**src/rtl/miriscv_bus_pkg.sv**
```systemverilog
// Shared types and default address map for the miriscv data-side interconnect.
package miriscv_bus_pkg;

  typedef enum logic [1:0] {
    IDLE = 2'd0,
    ADDR = 2'd1,
    RESP = 2'd2,
    ERR  = 2'd3
  } bus_state_t;

  localparam int unsigned ERR_CNT_W    = 8;
  localparam int unsigned DEF_N_SLAVES = 4;

  // Index 0 is the leftmost entry so the literal lists slaves in ascending order.
  localparam logic [0:DEF_N_SLAVES-1][31:0] DEF_SLAVE_BASE =
    {32'h0000_0000, 32'h0001_0000, 32'h0002_0000, 32'h0003_0000};
  localparam logic [0:DEF_N_SLAVES-1][31:0] DEF_SLAVE_MASK = {4{32'hFFFF_0000}};

  // Slave index width; a single slave still needs a 1-bit select.
  function automatic int unsigned sel_width(input int unsigned n);
    return (n > 1) ? $clog2(n) : 1;
  endfunction

endpackage

```
**src/rtl/miriscv_addr_decoder.sv**
```systemverilog
// Priority base/mask address decoder: lowest matching slave index wins.
module miriscv_addr_decoder
  import miriscv_bus_pkg::*;
#(
  parameter int unsigned N_SLAVES = DEF_N_SLAVES,
  parameter int unsigned ADDR_W   = 32,
  parameter int unsigned SEL_W    = sel_width(N_SLAVES),
  parameter logic [0:N_SLAVES-1][ADDR_W-1:0] SLAVE_BASE = DEF_SLAVE_BASE,
  parameter logic [0:N_SLAVES-1][ADDR_W-1:0] SLAVE_MASK = DEF_SLAVE_MASK
) (
  input  logic [ADDR_W-1:0] addr,
  output logic              hit_c,
  output logic [SEL_W-1:0]  sel_c,
  output logic [ADDR_W-1:0] offset_c
);

  // Scan from the top so the lowest hitting index is the last one written.
  always_comb begin
    hit_c    = 1'b0;
    sel_c    = '0;
    offset_c = '0;
    for (int k = int'(N_SLAVES) - 1; k >= 0; k--) begin
      if ((addr & SLAVE_MASK[k]) == SLAVE_BASE[k]) begin
        hit_c    = 1'b1;
        sel_c    = SEL_W'(k);
        offset_c = addr & ~SLAVE_MASK[k];
      end
    end
  end

endmodule

```
**src/rtl/miriscv_data_bus.sv**
```systemverilog
// Data-side interconnect: LSU port to N memory-mapped slaves with one
// outstanding transaction, timeout and bus-error responses.
module miriscv_data_bus
  import miriscv_bus_pkg::*;
#(
  parameter int unsigned N_SLAVES       = DEF_N_SLAVES,
  parameter int unsigned ADDR_W         = 32,
  parameter int unsigned DATA_W         = 32,
  parameter logic [0:N_SLAVES-1][ADDR_W-1:0] SLAVE_BASE = DEF_SLAVE_BASE,
  parameter logic [0:N_SLAVES-1][ADDR_W-1:0] SLAVE_MASK = DEF_SLAVE_MASK,
  parameter int unsigned TIMEOUT_CYCLES = 16
) (
  input  logic                         clk_i,
  input  logic                         arstn_i,
  input  logic                         m_req_i,
  input  logic                         m_we_i,
  input  logic [DATA_W/8-1:0]          m_be_i,
  input  logic [ADDR_W-1:0]            m_addr_i,
  input  logic [DATA_W-1:0]            m_wdata_i,
  output logic                         m_stall_o,
  output logic                         m_rvalid_o,
  output logic [DATA_W-1:0]            m_rdata_o,
  output logic                         m_err_o,
  output logic [ERR_CNT_W-1:0]         err_cnt_o,
  output logic [N_SLAVES-1:0]          s_req_o,
  output logic                         s_we_o,
  output logic [DATA_W/8-1:0]          s_be_o,
  output logic [ADDR_W-1:0]            s_addr_o,
  output logic [DATA_W-1:0]            s_wdata_o,
  input  logic [N_SLAVES-1:0]          s_gnt_i,
  input  logic [N_SLAVES-1:0]          s_rvalid_i,
  input  logic [N_SLAVES*DATA_W-1:0]   s_rdata_i
);

  localparam int unsigned BE_W  = DATA_W / 8;
  localparam int unsigned SEL_W = sel_width(N_SLAVES);
  localparam int unsigned CNT_W = $clog2(TIMEOUT_CYCLES);

  bus_state_t           state_q, state_d;
  logic [SEL_W-1:0]     sel_q, sel_d;
  logic                 we_q, we_d;
  logic [BE_W-1:0]      be_q, be_d;
  logic [ADDR_W-1:0]    addr_q, addr_d;
  logic [DATA_W-1:0]    wdata_q, wdata_d;
  logic [CNT_W-1:0]     cnt_q, cnt_d;
  logic [N_SLAVES-1:0]  s_req_q, s_req_d;
  logic                 m_rvalid_q, m_rvalid_d;
  logic                 m_err_q, m_err_d;
  logic [DATA_W-1:0]    m_rdata_q, m_rdata_d;
  logic [ERR_CNT_W-1:0] err_cnt_q, err_cnt_d;

  logic                 dec_hit;
  logic [SEL_W-1:0]     dec_sel;
  logic [ADDR_W-1:0]    dec_offset;
  logic                 gnt_sel, rvalid_sel, timeout;
  logic [DATA_W-1:0]    rdata_sel;

  miriscv_addr_decoder #(
    .N_SLAVES   (N_SLAVES),
    .ADDR_W     (ADDR_W),
    .SEL_W      (SEL_W),
    .SLAVE_BASE (SLAVE_BASE),
    .SLAVE_MASK (SLAVE_MASK)
  ) u_decoder (
    .addr     (m_addr_i),
    .hit_c    (dec_hit),
    .sel_c    (dec_sel),
    .offset_c (dec_offset)
  );

  assign gnt_sel    = s_gnt_i[sel_q];
  assign rvalid_sel = s_rvalid_i[sel_q];
  assign rdata_sel  = s_rdata_i[int'(sel_q)*DATA_W +: DATA_W];
  // Fires on the TIMEOUT_CYCLES-th cycle spent in ADDR+RESP.
  assign timeout    = (cnt_q == CNT_W'(TIMEOUT_CYCLES - 1));

  // Next-state and next-output logic; responses and slave requests are one-cycle unless held.
  always_comb begin
    state_d    = state_q;
    sel_d      = sel_q;
    we_d       = we_q;
    be_d       = be_q;
    addr_d     = addr_q;
    wdata_d    = wdata_q;
    cnt_d      = cnt_q;
    err_cnt_d  = err_cnt_q;
    s_req_d    = '0;
    m_rvalid_d = 1'b0;
    m_err_d    = 1'b0;
    m_rdata_d  = '0;
    case (state_q)
      IDLE: begin
        if (m_req_i && !m_rvalid_q) begin
          sel_d   = dec_sel;
          we_d    = m_we_i;
          be_d    = m_be_i;
          addr_d  = dec_offset;
          wdata_d = m_wdata_i;
          cnt_d   = '0;
          if (dec_hit) begin
            state_d = ADDR;
            s_req_d = N_SLAVES'(1) << dec_sel;
          end else begin
            state_d = ERR;
          end
        end
      end
      ADDR: begin
        cnt_d = cnt_q + CNT_W'(1);
        if (gnt_sel) begin
          state_d = RESP;
        end else if (timeout) begin
          state_d = ERR;
        end else begin
          s_req_d = s_req_q;
        end
      end
      RESP: begin
        cnt_d = cnt_q + CNT_W'(1);
        if (rvalid_sel) begin
          state_d    = IDLE;
          m_rvalid_d = 1'b1;
          m_rdata_d  = we_q ? '0 : rdata_sel;
        end else if (timeout) begin
          state_d = ERR;
        end
      end
      ERR: begin
        state_d    = IDLE;
        m_rvalid_d = 1'b1;
        m_err_d    = 1'b1;
        if (err_cnt_q != '1) err_cnt_d = err_cnt_q + ERR_CNT_W'(1);
      end
      default: state_d = IDLE;
    endcase
  end

  always_ff @(posedge clk_i or negedge arstn_i) begin
    if (!arstn_i) begin
      state_q    <= IDLE;
      sel_q      <= '0;
      we_q       <= 1'b0;
      be_q       <= '0;
      addr_q     <= '0;
      wdata_q    <= '0;
      cnt_q      <= '0;
      err_cnt_q  <= '0;
      s_req_q    <= '0;
      m_rvalid_q <= 1'b0;
      m_err_q    <= 1'b0;
      m_rdata_q  <= '0;
    end else begin
      state_q    <= state_d;
      sel_q      <= sel_d;
      we_q       <= we_d;
      be_q       <= be_d;
      addr_q     <= addr_d;
      wdata_q    <= wdata_d;
      cnt_q      <= cnt_d;
      err_cnt_q  <= err_cnt_d;
      s_req_q    <= s_req_d;
      m_rvalid_q <= m_rvalid_d;
      m_err_q    <= m_err_d;
      m_rdata_q  <= m_rdata_d;
    end
  end

  // Stall follows the request combinationally so the core freezes in the accept cycle.
  assign m_stall_o  = (m_req_i | (state_q != IDLE)) & ~m_rvalid_q;
  assign m_rvalid_o = m_rvalid_q;
  assign m_err_o    = m_err_q;
  assign m_rdata_o  = m_rdata_q;
  assign err_cnt_o  = err_cnt_q;
  assign s_req_o    = s_req_q;
  assign s_we_o     = we_q;
  assign s_be_o     = be_q;
  assign s_addr_o   = addr_q;
  assign s_wdata_o  = wdata_q;

endmodule

```
**config.mk**
```make
export PLATFORM = sky130hd
export DESIGN_NAME = miriscv_data_bus
export DESIGN_NICKNAME = d
export VERILOG_FILES = /design/src/rtl/miriscv_bus_pkg.sv /design/src/rtl/miriscv_addr_decoder.sv /design/src/rtl/miriscv_data_bus.sv
export SDC_FILE = /design/constraint.sdc
export NUM_CORES = 1
export LEC_CHECK = 0
export CAP_MARGIN = 20
export CORE_ASPECT_RATIO = 0.7
export CORE_MARGIN = 3
export CORE_UTILIZATION = 40
export DETAILED_ROUTE_END_ITERATION = 8
export PLACE_DENSITY_LB_ADDON = 0.08
export SLEW_MARGIN = 20
export SYNTH_ARGS = -nofsm -noshare
export SYNTH_HDL_FRONTEND = slang
export SYNTH_HIERARCHICAL = 1
export SYNTH_SLANG_ARGS = --single-unit
```
**constraint.sdc**
```tcl
create_clock -name clk_i -period 3.28 [get_ports clk_i]
set_input_delay 0.82 -clock clk_i [delete_from_list [all_inputs] [get_ports clk_i]]
set_output_delay 0.82 -clock clk_i [all_outputs]
set_load 0.05 [all_outputs]
```
### After elaboration in Yosys (flattened, before gate mapping)

Cells that the tools add are included.

* $add $sub $neg: 2
* multipliers: 0
* div/mod/pow operators: 0
* magnitude comparators: 1
* eq/ne operators: 10
* shift-type cells: 2
* mux-type cells: 35
* bitwise gates (word level): 3
* reductions and logical operators: 10

Operator list (count)
* $mux W32: 6
* $shiftx A128 B8 Y32: 1
* $eq A16 B2 Y1 const B: 2
* $logic_not A32 Y1: 1
* $mux W4: 5
* $mux W2: 9
* $eq A16 B1 Y1 const B: 1
* $mux W16: 1
* $pmux W4 S2: 2
* $add A8 B1 Y8 const B: 1
* $mux W1: 8
* $ne A8 B8 Y1 const B: 1
* $pmux W2 S4: 1
* $reduce_and A2 Y1: 3
* $add A4 B1 Y4 const B: 1
* $bmux W1 S2: 2
* $eq A2 B2 Y1 const B: 2
* $eq A4 B4 Y1 const B: 1
* $reduce_bool A2 Y1: 2
* $shl A1 B2 Y4 const A: 1
* $lt A2 B3 Y1 const B: 1
* $ne A3 B3 Y1 const B: 1
* $eq A2 B1 Y1 const B: 1
* $logic_not A2 Y1: 1
* other kinds (8): 8

* flip-flop bits (word level): 123
* latch bits: 0
* bits in writable memories: 0
* memory bits (read-only): 0
* logic and storage cells: 75
* memories kept: 0

### Logic depth before layout (Yosys ltp)

* depth after elaboration: 9
* depth in mapped cells: 8

### Hierarchy

The synthesis kept the hierarchy.

Modules (own cells, without submodules)
* miriscv_data_bus: times used 1, cells each 512, area an instance 5507.8 sq um, seq. area each 3078.0 sq um
* miriscv_addr_decoder: times used 1, cells each 66, area an instance 573.0 sq um, seq. area each 0.0 sq um

### Worst setup path before layout

OpenSTA, ideal clock, no wires.

* path kind: input-to-reg
* from: input port m_addr_i[21]
* to: register s_req_q[0], in the netlist s_req_o[0]
* data arrival time: 2.369 ns
* required time: 3.155 ns
* path slack: 0.787 ns
* stages on the path: 6
* path through: or4_1 > buf_2 > buf_4 > nor4_2 > nor3_1 > mux2_2

* cells in the longest elaborated chain, start to end: 9
* elaborated cells on any way between the ends: 16
* those cells by class: eq/ne: 3; shift: 1; mux: 11; reduce/logical: 1

Ends and longest elaborated chain
* start, declared: line miriscv_data_bus.sv:18 `input logic [ADDR_W-1:0] m_addr_i,`
* $eq A16 B2 Y1: line miriscv_addr_decoder.sv:23 `if ((addr & SLAVE_MASK[k]) == SLAVE_BASE[k]) begin`
* $mux W2 (3 in a row): line miriscv_addr_decoder.sv:23
* $mux W2 (*): line miriscv_addr_decoder.sv:23
* net dec_sel[0]: line miriscv_data_bus.sv:53 `logic [SEL_W-1:0] dec_sel;`
* $shl A1 B2 Y4 (*): line miriscv_data_bus.sv:102 `s_req_d = N_SLAVES'(1) << dec_sel;`
* $mux W4 (*): line miriscv_data_bus.sv:100 `if (dec_hit) begin`
* $mux W4 (*): line miriscv_data_bus.sv:93 `if (m_req_i && !m_rvalid_q) begin`
* $pmux W4 S2 (*): line miriscv_data_bus.sv:91 `case (state_q)`
* end signal, assigned: line miriscv_data_bus.sv:161 `s_req_q <= s_req_d;`
* end, declared: line miriscv_data_bus.sv:46 `logic [N_SLAVES-1:0] s_req_q, s_req_d;`

The timed path passes the listed nets; every way through them passes the cells marked *.
A chain may end at the register's enable or synchronous reset.

### Worst setup path after layout

* from: input port m_addr_i[24]
* to: register s_req_q[1], in the netlist s_req_o[1]

* elaborated cells on any way between the ends: 16
* those cells by class: eq/ne: 3; shift: 1; mux: 11; reduce/logical: 1

RTL lines
* $eq A16 B2 Y1: line miriscv_addr_decoder.sv:23
* $mux W1 (3 in a row): line miriscv_addr_decoder.sv:23
* $mux W1 (*): line miriscv_addr_decoder.sv:23
* net dec_hit: line miriscv_data_bus.sv:52 `logic dec_hit;`
* $mux W4 (*): line miriscv_data_bus.sv:100
* $mux W4 (*): line miriscv_data_bus.sv:93
* $pmux W4 S2 (*): line miriscv_data_bus.sv:91

Marks and branches as above.

==> summary.txt <==
STA
  • Setup TNS Final: 0 ns
  • Achievable Freq: about 370 MHz
  • Hold Vio Cnt, Final: 0
  • RSZ-0062 raised after global routing: no
  • Number of max-slew violations in the final report: 0
  • Clock skew after layout: 0.00777 ns
  • Slew at the pin with the worst max-slew slack: 0.647 ns
  • Setup Viol. Count Final: 0
  • Max-Slew Margin vs Limit: 56.8%
  • Worst-case setup margin in the final layout: between 0.5 and 0.6 ns
  • Final worst path period need: 2.69 ns
  • Final worst-path cycle share: 82.2%

Synthesis
  • Top-count cell post-synth: nand2_1
  • Avg Synthesized Cell Area: 10.5 um2
  • Synth Cell Area: 6080 um2
  • Proportion of register bits with asynchronous set or reset after synthesis: between 90% and 100%
  • Sequential share of the synthesized area: 50.6%
  • Number of standard cells after synthesis: 578
  • Cell variety after synth: 45
  • Yosys warning count: 6
  • Count of state elements after synthesis: 123
  • Ranking of synthesized cells by area: dfrtp_1 (51%), nand2_1 (14%), mux4_2 (13%), nor2b_1 (3.5%), or3b_2 (2.6%)
  • Share of Yosys cell area claimed by the top area cell type: 50.6%
  • Top cells by count, synth: nand2_1 (222), dfrtp_1 (123), mux4_2 (34), nor2b_1 (34), clkbuf_1 (24)
  • Number of enable flip-flop cells after synthesis: 0
  • Flip-flop cell with the highest count after synthesis: dfrtp_1
  • Top cell type by total area after synthesis: dfrtp_1

Power
  • Power after layout: 7.69 mW
  • Internal power component: 4.37 mW
  • Clk network pwr share: 24.4%
  • Peak supply drop: ~0.50 mV
  • Comb power frac: between 40% and 50%
  • Pwr dens: 767 nW/um2
  • Switching power: roughly 3.3 mW
  • Proportion of power drawn by flip-flops and latches: 28.9%
  • Switching share of power: 43.1%
  • Total leakage power: about 4.4 nW

Detailed routing
  • Ratio of routed vias to standard cells: 4.83
  • Number of nets still failing antenna checks after routing: 0
  • Wirelength, routed: 18600 um
  • Count of routing violations after the opening detailed-route iteration: 240
  • Detail-routed net length per standard cell: 16.8 um
  • Drc violations: 0
  • Count of vias placed by the detailed router: 5332
  • Router iterations before antenna repair: 6

GRT
  • Number of antenna violations at the first check in global routing: 0
  • Global-route usage over all layers: 21.8%
  • First-pass GRT wire length: 28700 um
  • Pin count of the biggest net entering global routing: 50
  • Number of global-route vias before repair: 5327
  • Leftover overflow at the end of global routing: 0

Cells and area
  • Sequential Area: between 3000 and 4000 um2
  • Final non-filler cell total: 1104
  • Final core occ: 67.9%
  • Multi-input gate area in the final layout: 2730 um2
  • Filler cells: between 1000 and 1500
  • Share of cells above drive strength 1: 13.2%
  • ANT cells: 0
  • Area Overhead vs Synth: 64.9%
  • Net total in the final layout: 1112

Die
  • Site Rows: 37
  • Count of boundary I/O pins: 324
  • Height of the chip: 109 um
  • Die area: 16700 um2
  • Width of the chip: 153 um
  • Standard cell core area: 14800 um2
  • Effective utilization at floorplan: 41.2%

CTS
  • Number of buffers between clock root and the deepest sink: 2
  • Number of H-tree levels: 4
  • Clock tree from TritonCTS: yes
  • Number of buffers inserted by hold repair at cts: 0
  • Number of buffers inserted to repair setup after CTS: 0
  • TritonCTS Sinks: 123
  • Root buffer cell: clkbuf_16
  • Worst skew pair latency: ~0.41 ns
  • Number of gates resized after CTS: 0
  • Total CTS buffers: 17
  • Clock-pin slew of the registers on the worst-case setup and hold paths: about 0.06 ns

Worst setup path
  • Reg-to-reg setup timing slack: 1.17 ns
  • Crit-path max cell delay: 0.67 ns
  • Reg-to-reg critical path endpoint: s_req_o[1]
  • Reg-to-Reg Start: state_q[1]
  • Worst Reg-to-Reg Cells: 6
  • Critical path destination: s_req_o[1]
  • Worst Setup Path Type: in -> reg
  • Launching instance or port of the critical path: m_addr_i[24]
  • Type of origin of the critical path: input pin
  • Cell at the slowest stage of the critical path: or4_4
  • Critical path endpoint category: flop
  • Required time of the critical path: 3.62 ns
  • CP max FO: 19
  • Data arrival, critical path: about 3.0 ns
  • Cell-by-cell listing of the critical path: clkdlybuf4s50_1 -> or4_4 -> nor4b_1 -> nand2_1 -> nor3b_1 -> mux2_2

Place
  • Post-detail-place hpwl: between 10000 and 15000 um
  • Worst slack at placement: 0.293 ns
  • Port Buf Inserts: 323
  • Placed Cells incl. Taps: between 1000 and 1500
  • GPL Wtd Cong: around 0.86

Flow run
  • MaxCap Viol Count: 0

Run status
  • Run status: finished, final reports clean

Worst hold path
  • Path category of the worst min-delay check: in -> async
per-stage QoR:
step	cell area (um2)	hold WS, ns
after global placement	9430	0.458
after CTS	10000	0.434
after global routing	10000	0.462
final	10000	0.421
after floorplan	6140	0.485
after detailed placement	9430	0.462
layout by cell type, fill, tap and decap left out, drive strengths merged, types with 7 or more instances in the layout:
master         instances
buf                   15
clkbuf                18
dfrtp                123
clkdlybuf4s50        321
nor4                  18
nand2                222
ha                     7
mux4                  34
nor2                  11
or3b                  18
nor2b                 34
inv                   13
conb                  16
power groups by stage:
stage          Sequential [mW]  Combinational (mW)  Clock [mW]
6_report                  2.23                3.59        1.88
5_1_grt                   2.28                3.82        1.99
4_1_cts                   2.23                3.62        1.92
3_5_place_dp              2.25                3.61           0
3_3_place_gp              2.23                3.56           0
2_1_floorplan             3.58               0.872           0
worst max-delay path, delay by kind of cell:
| family | cells | cell delay [ns] |
|---|---|---|
| muxes | 1 | 0.21 |
| buffers and inverters | 1 | 0.42 |
| and+or+nand+nor | 4 | 1.57 |
per-layer routing:
metal	wire [um]	vias up	track usage [%]
li1	-	2548	-
met1	7690	2568	28.7
met2	9160	196	35.6
met3	1440	20	7.02
met4	260	0	5.36
met5	0	-	0
worst min path at each step:
stage / to / slack, ns / depth (start not counted)
floorplan: cnt_q[0] / 0.49 / 1
global placement: s_addr_o[26] / 0.46 / 2
detailed placement: s_wdata_o[30] / 0.46 / 2
CTS: s_addr_o[22] / 0.43 / 1
global route: s_addr_o[22] / 0.46 / 1
finish: s_addr_o[22] / 0.42 / 1
kinds of logic after synthesis:
logic type               count (synthesis)  share of synthesized area, %
buffers and inverters                   58                          5.49
XOR/XNOR                                 4                         0.576
other                                    1                        0.0617
adder cells (fa/ha/maj)                  7                          1.44
AND/OR/NAND/NOR                        325                          25.8
multiplexers                            40                          13.7
AO/OA/AOI/OAI                           20                          2.35
flip-flops                             123                          50.6
layout make-up:
type | count | share of cell area, %
clock buffer | 18 | 4.38
clock inverter | 13 | 1.60
inverter | 7 | 0.262
multi-input combinational | 412 | 27.2
sequential | 123 | 30.7
tap | 195 | 2.43
timing repair buffer | 336 | 33.4
sequential cells by signal, summed over array words and instances, names as in the netlist, 4 cells and up:
signal / cells
s_req_o: 4
s_wdata_o: 32
s_addr_o: 32
cnt_q: 4
err_cnt_o: 8
s_be_o: 4
m_rdata_o: 32
(Power assumes the default switching activity.)
